==> src/rtl/noise_sched_pkg.sv <==
// Shared types and constants for the noise frame scheduler.
package noise_sched_pkg;

  localparam int NUM_CH_DEF = 8;
  localparam int DW_DEF     = 16;
  localparam int CH_W       = $clog2(NUM_CH_DEF);

  typedef enum logic [2:0] {
    IDLE,
    STEP,
    SETTLE,
    CAPTURE,
    STREAM
  } state_t;

  // Returns tap k (DW_DEF bits) from a flat tap bus, tap 0 in the LSBs.
  function automatic logic [DW_DEF-1:0] tap_slice(
    input logic [NUM_CH_DEF*DW_DEF-1:0] bus,
    input int unsigned                  k
  );
    return bus[k*DW_DEF +: DW_DEF];
  endfunction

endpackage

==> src/rtl/noise_frame_buf.sv <==
// Frame capture buffer: snapshots all taps with the channel mask applied,
// and presents the entry selected by the stream index.
module noise_frame_buf
  import noise_sched_pkg::*;
#(
  parameter int NUM_CH = NUM_CH_DEF,
  parameter int DW     = DW_DEF,
  parameter int CW     = $clog2(NUM_CH)
) (
  input  logic                 clk,
  input  logic                 reset,
  input  logic                 cap_en,
  input  logic [NUM_CH-1:0]    cap_mask,
  input  logic [NUM_CH*DW-1:0] tap_bus,
  input  logic [CW-1:0]        rd_idx,
  output logic [DW-1:0]        rd_data
);

  logic [DW-1:0] mem_q [NUM_CH];

  // Capture register array; masked channels are stored as zero.
  always_ff @(posedge clk) begin
    if (reset) begin
      // NOTE: this small register array is cleared on reset so out_data reads
      // zero after reset; a large RAM would normally be left unreset.
      for (int k = 0; k < NUM_CH; k++) mem_q[k] <= '0;
    end else if (cap_en) begin
      for (int k = 0; k < NUM_CH; k++)
        mem_q[k] <= cap_mask[k] ? tap_slice(tap_bus, k) : '0;
    end
  end

  assign rd_data = mem_q[rd_idx];

endmodule

==> src/rtl/noise_frame_scheduler.sv <==
// Per-frame sequencer for the shared noise LFSR: step burst, settle,
// tap capture, then one masked sample per channel over valid/ready.
module noise_frame_scheduler
  import noise_sched_pkg::*;
#(
  parameter int NUM_CH     = NUM_CH_DEF,
  parameter int DW         = DW_DEF,
  parameter int SETTLE_CYC = 1,
  localparam int CW        = $clog2(NUM_CH)
) (
  input  logic                 clk,
  input  logic                 reset,
  input  logic                 sample_tick,
  input  logic [2:0]           steps_cfg,
  input  logic [NUM_CH-1:0]    chan_mask,
  input  logic [NUM_CH*DW-1:0] tap_bus,
  output logic                 lfsr_step,
  output logic [DW-1:0]        out_data,
  output logic [CW-1:0]        out_chan,
  output logic                 out_valid,
  input  logic                 out_ready,
  output logic                 frame_done,
  output logic                 busy,
  output logic                 overrun,
  input  logic                 overrun_clr
);

  localparam int SW = (SETTLE_CYC > 1) ? $clog2(SETTLE_CYC) : 1;

  state_t            state_q, state_d;
  logic [2:0]        step_q, step_d;      // remaining step pulses minus 1
  logic [SW-1:0]     settle_q, settle_d;
  logic [CW-1:0]     idx_q, idx_d;
  logic [NUM_CH-1:0] mask_q, mask_d;
  logic              cap_en;
  logic              last_beat;
  logic              frame_done_q;
  logic              overrun_q;

  // Next-state logic and per-frame counters.
  always_comb begin
    // NOTE: every variable gets a default first so no path infers a latch.
    state_d  = state_q;
    step_d   = step_q;
    settle_d = settle_q;
    idx_d    = idx_q;
    mask_d   = mask_q;
    cap_en   = 1'b0;
    case (state_q)
      IDLE: begin
        if (sample_tick) begin
          step_d  = steps_cfg;
          mask_d  = chan_mask;
          state_d = STEP;
        end
      end
      STEP: begin
        settle_d = '0;
        if (step_q == 3'd0) state_d = SETTLE;
        else                step_d  = step_q - 3'd1;
      end
      SETTLE: begin
        if (settle_q == SW'(SETTLE_CYC - 1)) state_d  = CAPTURE;
        else                                 settle_d = settle_q + SW'(1);
      end
      CAPTURE: begin
        cap_en  = 1'b1;
        idx_d   = '0;
        state_d = STREAM;
      end
      STREAM: begin
        if (out_ready) begin
          if (idx_q == CW'(NUM_CH - 1)) state_d = IDLE;
          else                          idx_d   = idx_q + CW'(1);
        end
      end
      default: state_d = IDLE;
    endcase
  end

  assign last_beat = (state_q == STREAM) && out_ready && (idx_q == CW'(NUM_CH - 1));

  // State register, frame-end pulse and sticky overrun flag.
  always_ff @(posedge clk) begin
    // NOTE: sequential state uses non-blocking assignments so every register
    // samples pre-edge values regardless of statement order.
    if (reset) begin
      state_q      <= IDLE;
      step_q       <= '0;
      settle_q     <= '0;
      idx_q        <= '0;
      mask_q       <= '0;
      frame_done_q <= 1'b0;
      overrun_q    <= 1'b0;
    end else begin
      state_q      <= state_d;
      step_q       <= step_d;
      settle_q     <= settle_d;
      idx_q        <= idx_d;
      mask_q       <= mask_d;
      frame_done_q <= last_beat;
      // A new overrun event takes priority over a simultaneous clear.
      if (sample_tick && (state_q != IDLE)) overrun_q <= 1'b1;
      else if (overrun_clr)                 overrun_q <= 1'b0;
    end
  end

  noise_frame_buf #(
    .NUM_CH (NUM_CH),
    .DW     (DW),
    .CW     (CW)
  ) u_buf (
    .clk      (clk),
    .reset    (reset),
    .cap_en   (cap_en),
    .cap_mask (mask_q),
    .tap_bus  (tap_bus),
    .rd_idx   (idx_q),
    .rd_data  (out_data)
  );

  assign lfsr_step  = (state_q == STEP);
  assign out_valid  = (state_q == STREAM);
  assign out_chan   = idx_q;
  assign busy       = (state_q != IDLE);
  assign frame_done = frame_done_q;
  assign overrun    = overrun_q;

endmodule

==> config.mk <==
export PLATFORM = sky130hd
export DESIGN_NAME = noise_frame_scheduler
export DESIGN_NICKNAME = d
export VERILOG_FILES = /design/src/rtl/noise_sched_pkg.sv /design/src/rtl/noise_frame_buf.sv /design/src/rtl/noise_frame_scheduler.sv
export SDC_FILE = /design/constraint.sdc
export NUM_CORES = 1
export LEC_CHECK = 0
export BUFFER_PORTS_ARGS = -buffer_cell sky130_fd_sc_hd__buf_2
export CORE_AREA = 2 2 117 119
export CTS_CLUSTER_SIZE = 14
export DETAILED_ROUTE_END_ITERATION = 8
export DIE_AREA = 0 0 119 121
export HOLD_SLACK_MARGIN = 0.06
export PLACE_DENSITY = 0.82
export SETUP_SLACK_MARGIN = 0.15
export SYNTH_ARGS = -nofsm -noshare
export SYNTH_HDL_FRONTEND = slang
export SYNTH_SLANG_ARGS = --single-unit
==> constraint.sdc <==
create_clock -name clk -period 4.05 [get_ports clk]
set_clock_uncertainty 0.15 [all_clocks]
set_input_delay 0.405 -clock clk [delete_from_list [all_inputs] [get_ports clk]]
set_output_delay 0.405 -clock clk [all_outputs]
set_load 0.05 [all_outputs]
==> results.md <==
| Stage | Parameter | Value |
|---|---|---|
| route | Post-detailed-route wirelength per cell | 21.0 um |
| power and ir drop | Fraction of power consumed by combinational cells | 0.074 |
| sta | PnR worst setup slack | 0.959 ns |
| route | Avg Vias per Cell | 5.61 |
| synth | Post-Synthesis Net Count | 589 |
| route | Antenna-violating nets left | 0 |
| sta | Number of failing setup endpoints in the final timing report | 0 |
| critical path | Worst Path Max Fanout | 32 |
| synth | Fraction of registers with async set/reset | 0 |
| power and ir drop | Portion of total power attributed to the clock network | 0.437 |
| synth | Post-synthesis cell type count | 38 |
| sta | Max-slew violation count | 0 |
| critical path | Largest stage delay, worst path | 0.91 ns |
| floorplanning | Area of the die | 0.0144 mm^2 |
| synth | Summed instance area of the synthesized netlist | 0.00679 mm^2 |
| global route | Global-route total usage across every layer | 0.242 |
| synth | Number of instances in the synthesized netlist | 441 |
| global route | Vias in the first global route | 4673 |
| critical path | Reg2Reg Launch Point | state_q[0]$_SDFFE_PP0P_ |
| floorplanning | Die span in y | 121 um |
| route | Violation count after the first detailed-route iteration | 381 |
| route | Via count | 4418 |
| power and ir drop | Flop pwr share | 0.488 |
| clock tree | TritonCTS buffer count | 17 |
| sta | Fin Setup TNS | 0 ns |
| layout | Area growth from synthesis to layout | 22.5% |
| sta | Maximum clock frequency | 0.323 GHz |
| route | Number of remaining DRC errors | 0 |
| global route | Maximum number of pins on one net before global-route repair | 97 |
| synth | Mean instance size in the synthesized netlist | 15.4 um^2 |
| flow run | Number of max-cap violations | 0 |
| sta | Final critical-path share of the clock period | 0.763 |
| critical path | Slowest cell on the critical path | sky130_fd_sc_hd__dfxtp_2 |
| layout | Net total in the final layout | 746 |
| synth | Number of warning messages in the yosys log | 0 |
| sta | Slew margin rel. | 0.251 |
| placement | Cell area reported after detailed placement | 0.00769 mm^2 |
| synth | Sequential element share of the synthesized area | 0.631 |
| global route | Wire length of the first global-routing pass | 25200 um |
| global route | Initial antenna violation count | 2 |
| clock tree | Post-CTS clock slew at the launch and capture registers of the worst setup and hold paths | 0.06 ns |
| power and ir drop | Reported net switching power | 0.824 mW |
| route | Routed Wire Length | 16600 um |
| sta | Actual slew at the worst max-slew pin | 1.12 ns |
| floorplanning | Core footprint | 0.0131 mm^2 |
| placement | Total of buffers placed on input and output ports | 167 |
| min path | Hold wc startpoint | chan_mask[3] |
| critical path | Worst path bufs/invs | 1 |
| clock tree | Number of sinks driven by the clock tree | 150 |
| synth | Flop and latch count out of synthesis | 150 |
| floorplanning | Overall die width | 119 um |
| route | TritonRoute pass-1 iters | 4 |
| critical path | Required time at the endpoint of the critical path | 3.49 ns |
| min path | Hold Path Class | in -> reg |
| power and ir drop | Peak VDD IR | 0.239 mV |
| critical path | Delay-heaviest family, CP | multiplexers |
| global route | Global route overflow | 0 |
| clock tree | Quantity of gates resized following cts | 0 |
| synth | Number of enable flip-flop cells after synthesis | 128 |
| placement | HPWL Detailed | 12000 um |
| layout | Fraction of layout instances using a drive strength above 1 | 0.376 |
| floorplanning | Effective utilization at floorplan | 0.519 |
| critical path | Critical setup path kind | reg -> out |
| power and ir drop | PwrDens | 448 mW/mm^2 |
| critical path | Data arrival at the endpoint of the critical path | 2.54 ns |
| power and ir drop | Int Power | 2.90 mW |
| floorplanning | Rows | 42 |
| clock tree | Count of H-tree levels built during CTS | 4 |
| layout | Finished Layout Cells | 787 |
| placement | Cell count after placement | 754 |
| clock tree | Bufs on Longest Clock Path | 2 |
| sta | Minimum clock period after layout | 3.09 ns |
| sta | WHS | 0.0841 ns |
| layout | Area of all placed cells without fillers | 0.00832 mm^2 |
| placement | Setup WS pre-CTS | 1.39 ns |
| clock tree | Source-to-sink clock delay at the later pin of the worst-skew pair | 0.42 ns |
| run status | Status | completed |
| layout | N_diodes | 0 |
| critical path | CP Capture Type | output port |
| power and ir drop | Sw Ratio | 0.221 |
| critical path | Critical-path cell list | mux4_1 -> mux2_2 -> buf_2 |
| synth | Most common flop cell mapped by yosys | sky130_fd_sc_hd__edfxtp_1 |
| critical path | CP Launch Type | flip-flop |
| sta | Setup repair after global routing missed its margin | false |
| clock tree | TritonCTS clock tree | yes |
| placement | Final GP Congestion | 0.942 |
| clock tree | Cell chosen for the clock root | sky130_fd_sc_hd__clkbuf_16 |
| sta | Hold Vio Cnt, Final | 0 |
| power and ir drop | Leakage component of the power | 3.73 nW |
| floorplanning | I/O pin count | 168 |
[layer usage]
layer	share of wire	track usage	vias up
met4	0.035	0.113	4
met3	0.070	0.0691	45
met1	0.35	0.262	2134
met2	0.54	0.439	199
met5	0.0016	0	-
li1	-	-	2036
[synth_stat cells, types with 2 or more instances]
cell	instances	area share
sky130_fd_sc_hd__buf_6	3	0.0050
sky130_fd_sc_hd__a21o_1	3	0.0033
sky130_fd_sc_hd__mux2_2	18	0.030
sky130_fd_sc_hd__or2_2	2	0.0018
sky130_fd_sc_hd__buf_8	2	0.0044
sky130_fd_sc_hd__mux4_2	5	0.017
sky130_fd_sc_hd__ha_1	4	0.0074
sky130_fd_sc_hd__and2_1	33	0.030
sky130_fd_sc_hd__inv_1	4	0.0022
sky130_fd_sc_hd__buf_2	5	0.0037
sky130_fd_sc_hd__a21oi_1	14	0.010
sky130_fd_sc_hd__nor2b_1	5	0.0046
sky130_fd_sc_hd__nor3b_1	4	0.0044
sky130_fd_sc_hd__clkbuf_1	10	0.0055
sky130_fd_sc_hd__o22ai_1	2	0.0018
sky130_fd_sc_hd__mux4_1	27	0.10
sky130_fd_sc_hd__nor3_1	2	0.0015
sky130_fd_sc_hd__buf_4	2	0.0022
sky130_fd_sc_hd__nand2_1	19	0.011
sky130_fd_sc_hd__nor2_1	5	0.0028
sky130_fd_sc_hd__dfxtp_1	22	0.065
sky130_fd_sc_hd__buf_1	5	0.0028
sky130_fd_sc_hd__edfxtp_1	128	0.57
sky130_fd_sc_hd__clkbuf_2	6	0.0044
sky130_fd_sc_hd__a211oi_1	3	0.0033
sky130_fd_sc_hd__and3_1	96	0.088
[tightest hold or removal path, delay by kind of cell]
family	cells	cell delay (ns)
buf+inv	1	0.10
simple gates	1	0.05
compound gates	1	0.05
[per-stage QoR]
step                 util  power (mW)
floorplan               -        1.98
global placement    0.588        2.11
detailed placement  0.588        2.12
CTS                 0.636        3.74
global route        0.636        3.83
finish              0.636        3.72
[registers in the layout (all words and copies together), names as in the netlist, named ones only]
| register | cells |
|---|---|
| u_buf.mem_q | 128 |
| mask_q | 8 |
| out_chan | 3 |
| state_q | 3 |
| step_q | 3 |
| frame_done | 1 |
| overrun | 1 |
[what timing repair did]
item,4_1_cts,5_1_grt
endpoints found under the setup margin,0,0
buffers inserted,0,0
hold buffers,1,0
hold endpoints to repair,1,0
[layout make-up]
class	count	area (um^2)
Multi-Input combinational cell	254	2300
Tap cell	176	220
Timing Repair Buffer	171	881
Inverter	4	15.0
Clock inverter	14	184
Clock buffer	18	429
Fill cell	945	4770
Sequential cell	150	4290
[power groups by stage]
| stage | combinational (mW) | sequential, mW | clock, mW |
|---|---|---|---|
| floorplan | 0.175 | 1.81 | 0 |
| CTS | 0.277 | 1.82 | 1.64 |
| detailed placement | 0.275 | 1.85 | 0 |
| global route | 0.303 | 1.82 | 1.70 |
| global placement | 0.265 | 1.84 | 0 |
| finish | 0.277 | 1.82 | 1.63 |
[cells in the final DEF (no fill, tap or decap), drive strengths merged, types with 5 or more instances in the layout]
cell type / synthesis / routed
buf: 17 / 170
edfxtp: 128 / 128
and3: 96 / 96
and2: 33 / 33
mux4: 32 / 32
dfxtp: 22 / 22
nand2: 19 / 19
mux2: 19 / 19
clkbuf: 16 / 18
a21oi: 14 / 14
clkinv: 0 / 8
nor2: 5 / 5
nor2b: 5 / 5
nor3b: 5 / 5
[worst paths after layout]
| kind | to | slack [ns] | depth (start not counted) |
|---|---|---|---|
| worst max-delay path | out_data[14] | 0.96 | 3 |
| worst min-delay path | mask_q[3]$_SDFFE_PP0P_ | 0.08 | 3 |
| worst max register to register | u_buf.mem_q[4][4]$_SDFFCE_PN0P_ | 1.44 | 3 |
| worst min register to register | mask_q[6]$_SDFFE_PP0P_ | 0.32 | 2 |
[kinds of logic (layout without fill, tap and decap cells)]
kind of cell,Yosys count,count (layout),synth area share
buf+inv,37,207,0.0302
xor+xnor,1,1,0.00129
simple gates,174,174,0.156
mux,51,51,0.153
fa+ha+maj,4,4,0.00737
compound gates,24,24,0.0216
flops,150,150,0.631
(Power assumes the default switching activity.)
